File: config.mk
export PLATFORM = sky130hd
export DESIGN_NAME = sha256_msg_schedule
export DESIGN_NICKNAME = d
export VERILOG_FILES = /design/src/rtl/sha256_pkg.sv /design/src/rtl/sha256_sched_add4.sv /design/src/rtl/sha256_msg_schedule.sv
export SDC_FILE = /design/constraint.sdc
export NUM_CORES = 1
export LEC_CHECK = 0
export CAP_MARGIN = 15
export CELL_PAD_IN_SITES_DETAIL_PLACEMENT = 1
export CELL_PAD_IN_SITES_GLOBAL_PLACEMENT = 1
export CORE_AREA = 4 4 323 166
export DETAILED_ROUTE_END_ITERATION = 12
export DIE_AREA = 0 0 327 170
export PLACE_DENSITY_LB_ADDON = 0.12
export RECOVER_POWER = 100
export SETUP_SLACK_MARGIN = 0.4
export SYNTH_ARGS = -nofsm -noshare
export SYNTH_HDL_FRONTEND = slang
export SYNTH_SLANG_ARGS = --single-unit
File: constraint.sdc
create_clock -name clk -period 5.5 [get_ports clk]
set_input_delay 1.1 -clock clk [delete_from_list [all_inputs] [get_ports clk]]
set_output_delay 1.1 -clock clk [all_outputs]
set_load 0.1 [all_outputs]
File: src/rtl/sha256_pkg.sv
// Shared SHA-256 message-schedule definitions: word width, sigma rotation and
// shift amounts, the small-sigma helper functions and the schedule state type.
package sha256_pkg;

    localparam int WORD_W = 32;

    // Rotation / shift amounts of the two small-sigma functions
    localparam int SSIG0_ROT_A = 7;
    localparam int SSIG0_ROT_B = 18;
    localparam int SSIG0_SHR   = 3;
    localparam int SSIG1_ROT_A = 17;
    localparam int SSIG1_ROT_B = 19;
    localparam int SSIG1_SHR   = 10;

    typedef enum logic {
        LOAD   = 1'b0,
        EXPAND = 1'b1
    } sched_state_t;

    function automatic logic [WORD_W-1:0] rotr(input logic [WORD_W-1:0] x, input int n);
        return (x >> n) | (x << (WORD_W - n));
    endfunction

    function automatic logic [WORD_W-1:0] ssig0(input logic [WORD_W-1:0] x);
        return rotr(x, SSIG0_ROT_A) ^ rotr(x, SSIG0_ROT_B) ^ (x >> SSIG0_SHR);
    endfunction

    function automatic logic [WORD_W-1:0] ssig1(input logic [WORD_W-1:0] x);
        return rotr(x, SSIG1_ROT_A) ^ rotr(x, SSIG1_ROT_B) ^ (x >> SSIG1_SHR);
    endfunction

endpackage

File: src/rtl/sha256_sched_add4.sv
// Combinational 4-operand mod-2^32 adder for the schedule expansion.
// Build option: SHA256_SCHED_CSA_EN selects a carry-save (two 3:2 compressors
// plus one carry-propagate adder) structure instead of a plain '+' chain.
module sha256_sched_add4
    import sha256_pkg::*;
(
    input  logic [WORD_W-1:0] i_a,
    input  logic [WORD_W-1:0] i_b,
    input  logic [WORD_W-1:0] i_c,
    input  logic [WORD_W-1:0] i_d,
    output logic [WORD_W-1:0] o_sum
);

`ifdef SHA256_SCHED_CSA_EN
    logic [WORD_W-1:0] w_s1;
    logic [WORD_W-1:0] w_c1;
    logic [WORD_W-1:0] w_c1_sh;
    logic [WORD_W-1:0] w_s2;
    logic [WORD_W-1:0] w_c2;
    logic [WORD_W-1:0] w_c2_sh;

    // First compressor: a + b + c = s1 + 2*c1 (carry MSB falls off mod 2^32)
    assign w_s1    = i_a ^ i_b ^ i_c;
    assign w_c1    = (i_a & i_b) | (i_a & i_c) | (i_b & i_c);
    assign w_c1_sh = {w_c1[WORD_W-2:0], 1'b0};

    // Second compressor folds in the fourth operand
    assign w_s2    = w_s1 ^ w_c1_sh ^ i_d;
    assign w_c2    = (w_s1 & w_c1_sh) | (w_s1 & i_d) | (w_c1_sh & i_d);
    assign w_c2_sh = {w_c2[WORD_W-2:0], 1'b0};

    assign o_sum   = w_s2 + w_c2_sh;
`else
    assign o_sum   = i_a + i_b + i_c + i_d;
`endif

endmodule

File: src/rtl/sha256_msg_schedule.sv
// SHA-256 message schedule: echoes W0..W15 from the input stream, then expands
// W16..W(NUM_WORDS-1) from a 16-word sliding window. Single-register output
// slot with valid/ready on both sides.
// Build option: SHA256_SCHED_CSA_EN (carry-save adder inside sha256_sched_add4).
module sha256_msg_schedule
    import sha256_pkg::*;
#(
    parameter int NUM_WORDS = 64
) (
    input  logic              clk,
    input  logic              rst,
    input  logic              in_valid,
    output logic              in_ready,
    input  logic [WORD_W-1:0] in_word,
    output logic              out_valid,
    input  logic              out_ready,
    output logic [WORD_W-1:0] out_word,
    output logic [5:0]        out_idx,
    output logic              out_last,
    output logic              busy
);

    localparam logic [5:0] LAST_IDX = 6'(NUM_WORDS - 1);
    localparam logic [5:0] LOAD_END = 6'd15;

    sched_state_t      r_state;
    logic [5:0]        r_t;
    logic [WORD_W-1:0] r_window [16];   // [15] = W[t-1], [0] = W[t-16]
    logic              r_out_valid;
    logic [WORD_W-1:0] r_out_word;
    logic [5:0]        r_out_idx;
    logic              r_out_last;

    logic              w_slot_free;
    logic              w_load_fire;
    logic              w_exp_fire;
    logic              w_advance;
    logic [WORD_W-1:0] w_exp_word;
    logic [WORD_W-1:0] w_new_word;
    logic [WORD_W-1:0] w_window_next [16];

    assign w_slot_free = !r_out_valid || out_ready;
    assign in_ready    = (r_state == LOAD) && w_slot_free;
    assign w_load_fire = in_valid && in_ready;
    assign w_exp_fire  = (r_state == EXPAND) && w_slot_free;
    assign w_advance   = w_load_fire || w_exp_fire;

    sha256_sched_add4 u_add4 (
        .i_a   (ssig1(r_window[14])),
        .i_b   (r_window[9]),
        .i_c   (ssig0(r_window[1])),
        .i_d   (r_window[0]),
        .o_sum (w_exp_word)
    );

    assign w_new_word = (r_state == LOAD) ? in_word : w_exp_word;

    // Window shifts towards index 0; the newest word enters at index 15
    for (genvar gi = 0; gi < 16; gi++) begin : g_shift
        if (gi == 15) begin : g_head
            assign w_window_next[gi] = w_new_word;
        end else begin : g_body
            assign w_window_next[gi] = r_window[gi+1];
        end
    end

    // Window register: advances only when a word enters the output slot
    always_ff @(posedge clk) begin
        if (rst) begin
            for (int i = 0; i < 16; i++) begin
                r_window[i] <= '0;
            end
        end else if (w_advance) begin
            r_window <= w_window_next;
        end
    end

    // State, t counter and output slot
    always_ff @(posedge clk) begin
        if (rst) begin
            r_state     <= LOAD;
            r_t         <= '0;
            r_out_valid <= 1'b0;
            r_out_word  <= '0;
            r_out_idx   <= '0;
            r_out_last  <= 1'b0;
        end else if (w_advance) begin
            r_out_valid <= 1'b1;
            r_out_word  <= w_new_word;
            r_out_idx   <= r_t;
            r_out_last  <= (r_t == LAST_IDX);
            if (r_state == LOAD) begin
                if (r_t == LOAD_END) begin
                    r_state <= EXPAND;
                end
                r_t <= r_t + 6'd1;
            end else if (r_t == LAST_IDX) begin
                r_state <= LOAD;
                r_t     <= '0;
            end else begin
                r_t <= r_t + 6'd1;
            end
        end else if (out_ready) begin
            r_out_valid <= 1'b0;
        end
    end

    assign out_valid = r_out_valid;
    assign out_word  = r_out_word;
    assign out_idx   = r_out_idx;
    assign out_last  = r_out_last;
    assign busy      = (r_state == EXPAND) || r_out_valid;

endmodule

[Yosys cells after proc, flatten, opt, wreduce, memory -nomap -nowiden]
Index checks and enable logic that the tools add are counted.
Word-level totals
  register bits after elaboration: 527
  latch bits: 0
  memory bits (writable): 0
  memory bits (read-only): 0
  input port bits: 36
  output and inout bits: 42
  word-level logic and storage cells: 52
  memories: 0
Cells by class
  $add $sub $neg: 4
  $mul: 0
  divide/modulo/power cells: 0
  order comparisons: 0
  eq/ne operators: 2
  shifts and indexed selects: 0
  muxes and demuxes: 8
  bitwise gates (word level): 9
  reduce and logical (&&, ||, !) cells: 8
Operator list (number)
  $add 32x32->32: 3
  $xor 32x32->32: 2
  $mux 32: 1
  $or 13x32->32: 1
  $or 14x32->32: 1
  $or 15x32->32: 1
  $or 25x32->32: 1
  $xor 32x22->32: 1
  $xor 32x29->32: 1
  $mux 6: 2
  $add 6x1->6 const B: 1
  $eq 6x4->1 const B: 1
  $eq 6x6->1 const B: 1
  $mux 1: 5
  $logic_and 1x1->1: 3
  $logic_or 1x1->1: 3
  $reduce_bool 2->1: 1
  $logic_not 1->1: 1
  $not 1->1: 1

[Depth between registers and ports, before layout]
Gate-level depths: netlist of the first run.
  depth after elaboration: 7
  gate-level depth with buffers: 17
  depth with buffers taken out: 16

[Hierarchy]
A second synthesis of the first run with hierarchy kept.
Second synthesis, totals
  cells, all modules: 2970
  area, all modules: 23476.3 um2
Modules (own cells, without submodules)
  sha256_msg_schedule: instances 1, cells an instance 2504, area an instance 19860.3 um2
  sha256_sched_add4: instances 1, cells an instance 466, area an instance 3616.0 um2

[Least setup slack after synthesis of the first run]
No wires, ideal clock.
  path kind: flip-flop to flip-flop
  start point: register r_window[467] (netlist bit)
  end point: register r_window[29] (netlist bit)
  setup time: 0.079 ns
  arrival: 3.702 ns
  slack: 1.719 ns
  stages on the path, launching flop included: 16
  path through: dfxtp_1 > clkbuf_1 > xor2_1 > xnor2_1 > fa_1 > fa_1 > inv_1 > ha_1 > clkbuf_2 > a21oi_2 > o21ai_2 > a2111oi_0 > o21ai_1 > a31oi_1 > mux2_1 > a211oi_2
Between the ends
  word-level cells in the longest chain between the ends: 6
RTL lines
  from (decl): line sha256_msg_schedule.sv:28  | logic [WORD_W-1:0] r_window [16];
  from (signal assigned): line sha256_msg_schedule.sv:74  | r_window <= w_window_next;
  $or 14x32->32 / $or 25x32->32 (equally long branches): line sha256_pkg.sv:21  | return (x >> n) | (x << (WORD_W - n));
  $xor 32x32->32: line sha256_pkg.sv:25  | return rotr(x, SSIG0_ROT_A) ^ rotr(x, SSIG0_ROT_B) ^ (x >> SSIG0_SHR);
  $xor 32x29->32 *: line sha256_pkg.sv:25
  $add 32x32->32 * (2 in a row): line sha256_sched_add4.sv:34  | assign o_sum = i_a + i_b + i_c + i_d;
  $mux 32 *: line sha256_msg_schedule.sv:56  | assign w_new_word = (r_state == LOAD) ? in_word : w_exp_word;
Mark *: on every way between the ends. The rest lies on a longest branch, timed or not.
A chain may end at the register's enable or synchronous reset.

[Worst setup path in the final report of the first run]
  start point: register r_window[459] (netlist bit)
  end point: register r_window[18] (netlist bit)
Between the ends
  word-level cells in the longest chain between the ends: 6
RTL lines (line)
  $or 25x32->32: sha256_pkg.sv:21
  $xor 32x32->32: sha256_pkg.sv:25
  $xor 32x29->32 *: sha256_pkg.sv:25
  $add 32x32->32 * (2 in a row): sha256_sched_add4.sv:34
  $mux 32 *: sha256_msg_schedule.sv:56
Marked as above.

==> results.py, run 1 <==
metrics = {
    "power_and_ir_drop": {
        "combPwrFrac_pct": 8.4,
        "power.density_mw_per_mm2": 312,
        "p_int_mw": 5.88,
        "total_power_mw": 7.98,
        "vdd.ir_drop.worst_uv": 218,
        "pwr-share-clk_pct": 42.7,
        "switching_share_pct": 26.4,
        "switching_power_mw": 2.10,
        "power_leakage_nw": 8.91,
        "seqPwrFrac_pct": 48.9,
    },
    "outcome": {
        "violations": "capacitance limit, slew limit",
        "status": "finished with violations",
    },
    "placement": {
        "post-dp-hpwl_um": 51500,
        "place_congestion": 0.920,
        "portBuffers": 77,
    },
    "worst_setup_path": {
        "crit_fanout": 5,
        "critPathBufInv": 1,
        "critical_path.cell_chain": "xor2_1 -> xnor2_1 -> fa_1 -> fa_1 -> inv_1 -> ha_1 -> a21oi_1 -> nor2b_2 -> a311oi_1 -> o21ai_0 -> a21oi_2 -> mux2i_1 -> a311oi_2",
        "critPathTopFamily": "compound AO/OA/AOI/OAI gates",
        "slowest_delay_ns": 0.67,
        "cp.required_ns": 5.96,
        "crit_path_top_delay_cell": "a311oi_1",
        "arrival_ns": 5.29,
        "cp-end-kind": "flip-flop",
        "criticalPathCategory": "flip-flop to flip-flop",
        "cpMostUsedCell": "fa_1",
        "cp-start-kind": "flip-flop",
    },
    "floorplan": {
        "initial_utilization_pct": 45.4,
        "design.portCount": 78,
        "coreArea_mm2": 0.0512,
        "chipHeight_um": 170,
        "dieArea_mm2": 0.0556,
        "die_x_um": 327,
        "rows": 59,
    },
    "global_routing": {
        "grt_pass1_wl_um": 112000,
        "antenna_found_initial": 1,
        "grt_start_max_net_pins": 198,
        "grt_pass1_vias": 19000,
        "overflow": 0,
        "grtUsageTotal_pct": 25.7,
    },
    "logic_synthesis": {
        "synth_area_mm2": 0.0232,
        "ys_seq_area_share_pct": 45.4,
        "synth_cells": 2958,
        "ys_ff_latch": 527,
        "ys_types": 67,
        "async_flop_share_pct": 0,
        "ys.flop_type": "dfxtp_1",
        "yosysWarningCount": 0,
        "synth-edff-count": 0,
        "synth_area_per_cell_um2": 7.86,
        "syn_nets": 3088,
    },
    "clock_tree": {
        "post_cts_buffers": 0,
        "hold_buffers": 0,
        "cts_resized": 0,
        "htree_levels": 2,
        "insertion_delay_ns": 0.61,
        "cts_buffers": 48,
        "cts_buffer_depth": 3,
        "clock_sinks": 527,
        "cts_tree": "built",
        "cts-root-buf": "clkbuf_16",
        "clkTransAtPathRegs_ns": 0.06,
    },
    "route": {
        "wl_um": 72500,
        "num_vias": 19200,
        "drtPass1Iterations": 5,
        "vias_per_cell": 5.34,
        "wl_per_cell_um": 20.2,
        "drcViolationCount": 0,
        "antenna_left": 0,
        "drt_iter0_drc": 1564,
    },
    "cells_and_area": {
        "drive_above_1_share_pct": 4.28,
        "syn_to_final_growth_pct": 10.2,
        "nets": 2986,
        "antenna_cells": 0,
    },
    "worst_hold_path": {
        "hold_class": "flip-flop to flip-flop",
    },
    "timing": {
        "maxSlewHeadroom_pct": -121,
        "setup_violations": 0,
        "tightest_slew_ns": 3.32,
        "report.final.slew_viol_count": 344,
        "fmax_ghz": 0.207,
        "rsz0062_at_grt": "no",
        "period_share_pct": 87.9,
        "setup_tns_ns": 0,
        "period_needed_ns": 4.84,
        "finClkSkew_ns": 0.0278,
        "hold_viol": 0,
    },
    "job": {
        "drv_cap": 3,
    },
}
## layout make-up
type                            count  area (um^2)
Fill cell                        6200        25500
Multi-Input combinational cell   2047        11100
Sequential cell                   527        10600
Clock buffer                       74         1450
Timing Repair Buffer              105         1060
Tap cell                          701          877
Inverter                          127          477
Clock inverter                     14          138
## sequential cells by signal (all words and copies together) (netlist names)
register   flops
out_last       1
out_valid      1
out_idx        6
r_t            6
r_state        1
r_window     512
## path summary, 6_finish.rpt
check | start | end | slack (ns) | cells past startpoint
setup reg to reg | r_window[459]$_SDFFE_PP0P_ | r_window[18]$_SDFFE_PP0P_ | 0.66 | 13
hold reg to reg | r_window[372]$_SDFFE_PP0P_ | r_window[404]$_SDFFE_PP0P_ | 0.45 | 2
setup / recovery | r_window[459]$_SDFFE_PP0P_ | r_window[18]$_SDFFE_PP0P_ | 0.66 | 13
hold / removal | r_window[372]$_SDFFE_PP0P_ | r_window[404]$_SDFFE_PP0P_ | 0.45 | 2
## per-stage QoR
stage | cell area, um^2 | setup slack [ns] | std cells | util [%] | hold slack (ns)
floorplan | 23200 | 1.72 | 2958 | - | 0.432
global placement | 24100 | 1.18 | 3507 | 47.2 | 0.436
detailed placement | 24100 | 1.13 | 3507 | 47.2 | 0.445
CTS | 25700 | 1.09 | 3595 | 50.3 | 0.454
global route | 25600 | 0.423 | 3595 | 50.1 | 0.459
finish | 25600 | 0.665 | 3595 | 50.1 | 0.447
## kinds of logic (layout without fill, tap and decap cells)
group	count (synthesis)	count (layout)	share of synthesized area [%]
DFF	527	527	45.4
adders and majority gates	94	94	7.06
AOI/OAI and AO/OA	641	641	15.1
muxes	17	17	0.737
xor gates and xnor gates	144	144	5.42
buffers and inverters	384	320	6.86
and+or+nand+nor	1151	1151	19.4
## worst min-delay path, stage by stage, from the launching register on
cell and delay (ns):
dfxtp_1 0.31, nand2_1 0.05, a21oi_1 0.05
## synth_stat cells, types with 5 or more instances
library cell     n  area, um^2
nor3_1          13        65.1
o21ai_2          5        43.8
nand4_1         11        68.8
buf_1           37         139
fa_1            62        1240
buf_2           16        80.1
nand2b_1         7        43.8
dfxtp_1        527       10600
clkbuf_1       168         631
o22ai_1          5        31.3
xnor2_1         75         657
a21oi_2          7        61.3
o21ai_0         32         160
a21o_1           5        37.5
a21oi_1        528        2640
mux2i_1         16         160
nor2_1          55         206
a211oi_1        18         135
nand3_1         12        60.1
inv_1          127         477
nand2_1       1019        3820
xor2_1          69         604
nor2b_1          6        37.5
ha_1            32         400
nor3b_1          7        52.6
buf_4           33         248
## power groups by stage
| stage | combinational (mW) | sequential [mW] | clock, mW |
|---|---|---|---|
| finish | 0.672 | 3.91 | 3.41 |
| CTS | 0.687 | 3.90 | 3.50 |
| global placement | 0.679 | 3.99 | 0 |
| floorplan | 0.498 | 3.96 | 0 |
| global route | 0.720 | 3.91 | 3.68 |
| detailed placement | 0.685 | 3.99 | 0 |
## placed cells by master (no fill, tap or decap), types with 33 or more instances in the layout
master and instances:
nand2_1 1019, xor2_1 69, clkbuf_16 49, dlygate4sd3_1 43
fa_1 62, xnor2_1 75, inv_1 127, a21oi_1 531
o21ai_0 33, dfxtp_1 526, nor2_1 55, clkdlybuf4s50_1 33
## per-layer routing
| metal | GRT usage (%) | vias up | wire length [um] |
|---|---|---|---|
| met4 | 4.35 | 0 | 1030 |
| met1 | 39.2 | 9498 | 36600 |
| met3 | 5.79 | 72 | 5030 |
| met5 | 0 | - | 0 |
| li1 | - | 9234 | - |
| met2 | 37.6 | 409 | 29800 |
No activity file was read; power rests on OpenSTA's default activity.
==> inputs of run 2 (changes only) <==
--- a/config.mk
+++ b/config.mk
@@ -11,7 +11,7 @@
 export CORE_AREA = 4 4 323 166
 export DETAILED_ROUTE_END_ITERATION = 12
 export DIE_AREA = 0 0 327 170
-export PLACE_DENSITY_LB_ADDON = 0.12
+export PLACE_DENSITY = 0.82
 export RECOVER_POWER = 100
 export SETUP_SLACK_MARGIN = 0.4
 export SYNTH_ARGS = -nofsm -noshare
==> run 2 against run 1 <==
Against the previous run: the flow still finishes with violations (capacitance limit, slew limit); hold slack got worse by 0.0069 ns; largest cell class unchanged; register-to-register slack worse by 0.29 ns; fmax is 5.6% lower; highest routed layer is now met5; sequential power about the same; count of clock-buffer cells in the layout shrank 5; sequential share of layout area fell by 0.10 points; non-clock buffer count increased by 1; core utilization increased by 0.12 points.
==> results.py, run 2 (synthesis gave the netlist of run 1 again) <==
metrics = {
    "clock_tree": {
        "insertion_delay_ns": 0.61,
        "cts_resized": 0,
        "cts_tree": "built",
        "clock_sinks": 527,
        "cts_buffers": 48,
        "htree_levels": 2,
        "hold_buffers": 0,
        "cts_buffer_depth": 3,
        "post_cts_buffers": 0,
        "cts-root-buf": "clkbuf_16",
        "clkTransAtPathRegs_ns": 0.07,
    },
    "timing": {
        "tightest_slew_ns": 2.86,
        "report.final.slew_viol_count": 727,
        "setup_tns_ns": 0,
        "maxSlewHeadroom_pct": -90.7,
        "period_share_pct": 93.2,
        "rsz0062_at_grt": "no",
        "hold_viol": 0,
        "setup_violations": 0,
        "fmax_ghz": 0.195,
        "period_needed_ns": 5.12,
        "finClkSkew_ns": 0.0310,
    },
    "route": {
        "drcViolationCount": 0,
        "num_vias": 19300,
        "vias_per_cell": 5.35,
        "wl_per_cell_um": 20.2,
        "drtPass1Iterations": 5,
        "wl_um": 72600,
        "drt_iter0_drc": 1518,
        "antenna_left": 0,
    },
    "worst_setup_path": {
        "arrival_ns": 5.51,
        "slowest_delay_ns": 0.70,
        "criticalPathCategory": "flip-flop to flip-flop",
        "crit_fanout": 7,
        "crit_path_top_delay_cell": "a311oi_1",
        "critical_path.cell_chain": "xor2_1 -> xnor2_1 -> fa_1 -> fa_1 -> inv_1 -> ha_1 -> a21oi_1 -> nor2b_1 -> a311oi_1 -> o21ai_2 -> a21bo_1 -> nor4_2 -> o22ai_2",
        "cp-start-kind": "flip-flop",
        "cp-end-kind": "flip-flop",
        "reg2reg_slack_ns": 0.38,
        "cp.required_ns": 5.89,
        "cpMostUsedCell": "fa_1",
    },
    "cells_and_area": {
        "nets": 2987,
        "antenna_cells": 0,
        "fillCellCount": 6156,
        "register_area_mm2": 0.0106,
        "most-common-layout-cells": "1019 x nand2_1, 528 x a21oi_1, 527 x dfxtp_1",
        "syn_to_final_growth_pct": 10.5,
        "layout_commonest_cell": "nand2_1",
        "drive_above_1_share_pct": 4.28,
        "multi_input_area_mm2": 0.0111,
        "largest_register": "r_window",
        "largest_reg_flops": 512,
    },
    "floorplan": {
        "die_x_um": 327,
        "dieArea_mm2": 0.0556,
        "design.portCount": 78,
        "rows": 59,
        "chipHeight_um": 170,
        "coreArea_mm2": 0.0512,
        "initial_utilization_pct": 45.4,
    },
    "global_routing": {
        "overflow": 0,
        "grt_pass1_vias": 19400,
        "gr-usage-met2_pct": 37.1,
        "grt_start_max_net_pins": 228,
        "grt_pass1_wl_um": 112000,
        "grtUsageMet3_pct": 9.35,
        "grt.busiest_layer": "met2",
        "antenna_found_initial": 2,
        "grtUsageTotal_pct": 25.5,
        "gr-usage-met1_pct": 36.3,
    },
    "power_and_ir_drop": {
        "power_leakage_nw": 8.93,
        "vdd.ir_drop.worst_uv": 209,
        "total_power_mw": 8.21,
        "power.density_mw_per_mm2": 320,
    },
    "placement": {
        "portBuffers": 77,
        "post-dp-hpwl_um": 50900,
        "place_congestion": 0.983,
    },
    "job": {
        "drv_cap": 8,
    },
    "worst_hold_path": {
        "hold_class": "flip-flop to flip-flop",
    },
    "outcome": {
        "violations": "capacitance limit, slew limit",
        "status": "finished with violations",
    },
}
-- run 2: worst max-delay path: cells and delay by family, from the launching register on --
kind,cells,cell delay [ns]
AO/OA/AOI/OAI,5,1.71
XOR/XNOR,2,0.66
flip-flops,1,0.67
AND/OR/NAND/NOR,2,0.37
adder cells (fa/ha/maj),3,1.40
buffers and inverters,1,0.08
-- run 2: area by class of cell --
| cell class | count | area share [%] |
|---|---|---|
| Clock inverter | 19 | 1.23 |
| Clock buffer | 69 | 5.38 |
| Tap cell | 701 | 3.42 |
| Multi-Input combinational cell | 2047 | 43.1 |
| Sequential cell | 527 | 41.1 |
| Inverter | 127 | 1.86 |
| Timing Repair Buffer | 106 | 3.96 |
-- run 2: metrics by stage --
step | hold slack (ns) | cells | setup WS (ns) | cell area (um^2) | utilization, %
floorplan | 0.432 | 2958 | 1.72 | 23200 | -
finish | 0.441 | 3596 | 0.375 | 25700 | 50.2
detailed placement | 0.444 | 3507 | 0.872 | 24100 | 47.1
CTS | 0.442 | 3595 | 0.827 | 25800 | 50.5
global placement | 0.435 | 3507 | 0.893 | 24100 | 47.1
global route | 0.467 | 3596 | 0.239 | 25700 | 50.2
-- run 2: where the power goes --
| part | switching (mW) | total (mW) | leakage [nW] | internal (mW) |
|---|---|---|---|---|
| sequential | 0.0563 | 3.91 | 4.25 | 3.85 |
| combinational | 0.511 | 0.662 | 3.85 | 0.151 |
| clock | 1.56 | 3.65 | 0.825 | 2.09 |
| total | 2.12 | 8.21 | 8.93 | 6.09 |
-- run 2: path summary, 6_finish.rpt --
| check | end | cells after the start | startpoint |
|---|---|---|---|
| max reg2reg | r_window[26]$_SDFFE_PP0P_ | 13 | r_window[457]$_SDFFE_PP0P_ |
| min reg2reg | r_window[127]$_SDFFE_PP0P_ | 2 | r_window[95]$_SDFFE_PP0P_ |
| min | r_window[127]$_SDFFE_PP0P_ | 2 | r_window[95]$_SDFFE_PP0P_ |
| max | r_window[26]$_SDFFE_PP0P_ | 13 | r_window[457]$_SDFFE_PP0P_ |
-- run 2: per-layer routing --
metal  wire [um]  vias to the layer above
met2       29700                      415
met1       34900                     9493
li1            -                     9240
met3        6560                      100
met5         102                        -
met4        1300                        6
==> RTL change: new RTL, flow settings as in run 2 <==
Add a define of `SHA256_SCHED_CSA_EN`.
--- a/src/rtl/sha256_sched_add4.sv
+++ b/src/rtl/sha256_sched_add4.sv
@@ -1,6 +1,8 @@
 // Combinational 4-operand mod-2^32 adder for the schedule expansion.
 // Build option: SHA256_SCHED_CSA_EN selects a carry-save (two 3:2 compressors
 // plus one carry-propagate adder) structure instead of a plain '+' chain.
+`define SHA256_SCHED_CSA_EN
+
 module sha256_sched_add4
     import sha256_pkg::*;
 (
Check against the original RTL: no difference found for any inputs over 4 cycles, from zero or initial values and one cycle with rst high; that may be too few to reach the edited logic, so the function may still have changed.
==> RTL change against run 2 <==
The flow still finishes with violations (max-capacitance violations, max-slew violations). Power down 1.3%. Maximum frequency up 1.7%. Cell count down 1.3%. Routed wire length up 4.3%. Sequential cell count unchanged. Via count down 0.14%. Setup slack better by 0.086 ns. Critical path depth unchanged. Non-clock buffer count unchanged. Cell area down 0.84%. Clock power down 4%. Synthesized area down 1.0%. Core utilization down 0.42 points. Highest routed layer is now met4.
==> RTL change: results (changes against run 2) <==
Pwr
  – Combinational Power Share: 0.087 (+0.006)
  – Cell internal pwr: 5980 uW (-1.8%)
  – Clk. pwr: 3490 uW (-4%)
  – Cell leakage power: 0.008930 uW (about the same)
  – VDD IR max: 0.1995 mV (-4.6%)

Critical path
  – Crit path largest cell delay: 0.73 ns (+0.03 ns)
  – FF-to-FF path depth: 13 (unchanged)
  – CP Max Fanout: 5 (-2)
  – Critical path's top delay family: adder cells
  – Critical-path top delay cell: dfxtp_1

Drt
  – Via density per instance: 5.419 (+1.2%)
  – Routed wire per std cell: 21.34 microns (+5.7%)
  – 1st-iter DRT viols: 1783 (+17%)

Synth
  – Top cells by area, synth: dfxtp_1, nand2_1, a21oi_1, fa_1, clkbuf_1
  – Post-synthesis sequential area ratio: 0.4585 (+0.004738)
  – Xor/xnor share of the synthesized area: 0.05443 (+0.0001858)
  – Mux contribution to synthesized area: 0.009353 (+0.001980)
  – Netlist cell types: 57 (-15%)
  – Synth Area in Adders: 0.07135 (+0.0007372)
  – Commonest cells post-synth: nand2_1, a21oi_1, dfxtp_1, clkbuf_1, xnor2_1

Cells and area
  – Layout clock area frac: 0.06490 (-0.001161)
  – Share of cells above drive strength 1: 0.04039 (-0.002439)
  – Multi-Input Combinational: 2034 (-0.64%)
  – Max reg flops: 480 (-6.3%)
  – Non-clock buffer count: 106 (unchanged)
  – Count of flip-flops and latches: 527 (unchanged)
  – Fillers: 6189 (+0.54%)
  – Data buffer area share: 0.04063 (+0.001022)
  – Inverters: 91 (-28%)
  – Clock Buffer Count: 76 (+10%)
  – Fraction of area in registers: 0.4143 (+0.003522)
  – Net count, final: 2938 (-1.6%)

Run status
  – Outcome: complete, but fails checks
  – Violated checks: max-capacitance violations, max-slew violations

Place
  – Final Wtd Congestion: 0.9370 (-4.7%)
  – Port-buffer cells: 77 (unchanged)
  – HPWL after DPL: 54300 microns (+6.6%)

STA
  – Final slew viol count: 425 (-42%)
  – Worst-Margin Slew: 4.091 ns (+1.231 ns)
  – Post-Route Skew: 0.01522 ns (-0.01581 ns)

GRT
  – All-Layer GR Usage: 0.2685 (+0.01304)
  – First-pass GRT wire length: 115500 microns (+3.6%)
  – Pin count of the biggest net entering global routing: 213 (-6.6%)

Run
  – Max-cap violations: 3 (-5)

Clock tree
  – Latest clock arrival within the worst-skew pair: 0.59 ns (-0.02 ns)
## RTL change: per-layer routing
| layer | part of all wire | global-route usage | routed length [microns] | vias up |
|---|---|---|---|---|
| li1 | - | - | - | 9123 |
| met2 | 0.41 | 0.3917 | 31230 | 414 |
| met4 | 0.0097 | 0.03145 | 737 | 0 |
| met3 | 0.075 | 0.06659 | 5710 | 55 |
| met5 | 0 | 0 | 0 | - |
| met1 | 0.50 | 0.4111 | 38020 | 9636 |
## RTL change: per-stage QoR
step           setup slack, ns  area (sq um)  instances  power [uW]  hold WS, ns
2_1_floorplan            1.648         23010       2913        4477       0.4321
3_3_place_gp            0.7146         23890       3459        4697       0.4353
3_5_place_dp            0.6511         23890       3459        4708       0.4471
4_1_cts                 0.6032         25540       3548        8191       0.4442
5_1_grt                 0.2878         25470       3548        8413       0.4718
6_report                0.4616         25470       3548        8108       0.4504
## RTL change: worst paths after layout
kind,startpoint,to,slack (ns)
worst max-delay path,r_window[51]$_SDFFE_PP0P_,out_word[21]$_SDFFE_PP0P_,0.46
worst min-delay path,r_window[390]$_SDFFE_PP0P_,r_window[422]$_SDFFE_PP0P_,0.45
worst max register to register,r_window[51]$_SDFFE_PP0P_,out_word[21]$_SDFFE_PP0P_,0.46
worst min register to register,r_window[390]$_SDFFE_PP0P_,r_window[422]$_SDFFE_PP0P_,0.45
## RTL change: timing repair
item | in CTS | in global routing
gates resized for setup | 0 | 1
endpoints found under the hold margin | 0 | 0
setup endpoints to repair | 0 | 1
## RTL change: logic make-up (layout without fill, tap and decap cells)
group | after synthesis | count (layout)
AO/OA/AOI/OAI | 645 | 645
XOR/XNOR | 143 | 143
adder cells (fa/ha/maj) | 94 | 94
buffers and inverters | 352 | 286
flip-flops | 527 | 527
multiplexers | 21 | 21
AND/OR/NAND/NOR | 1131 | 1131
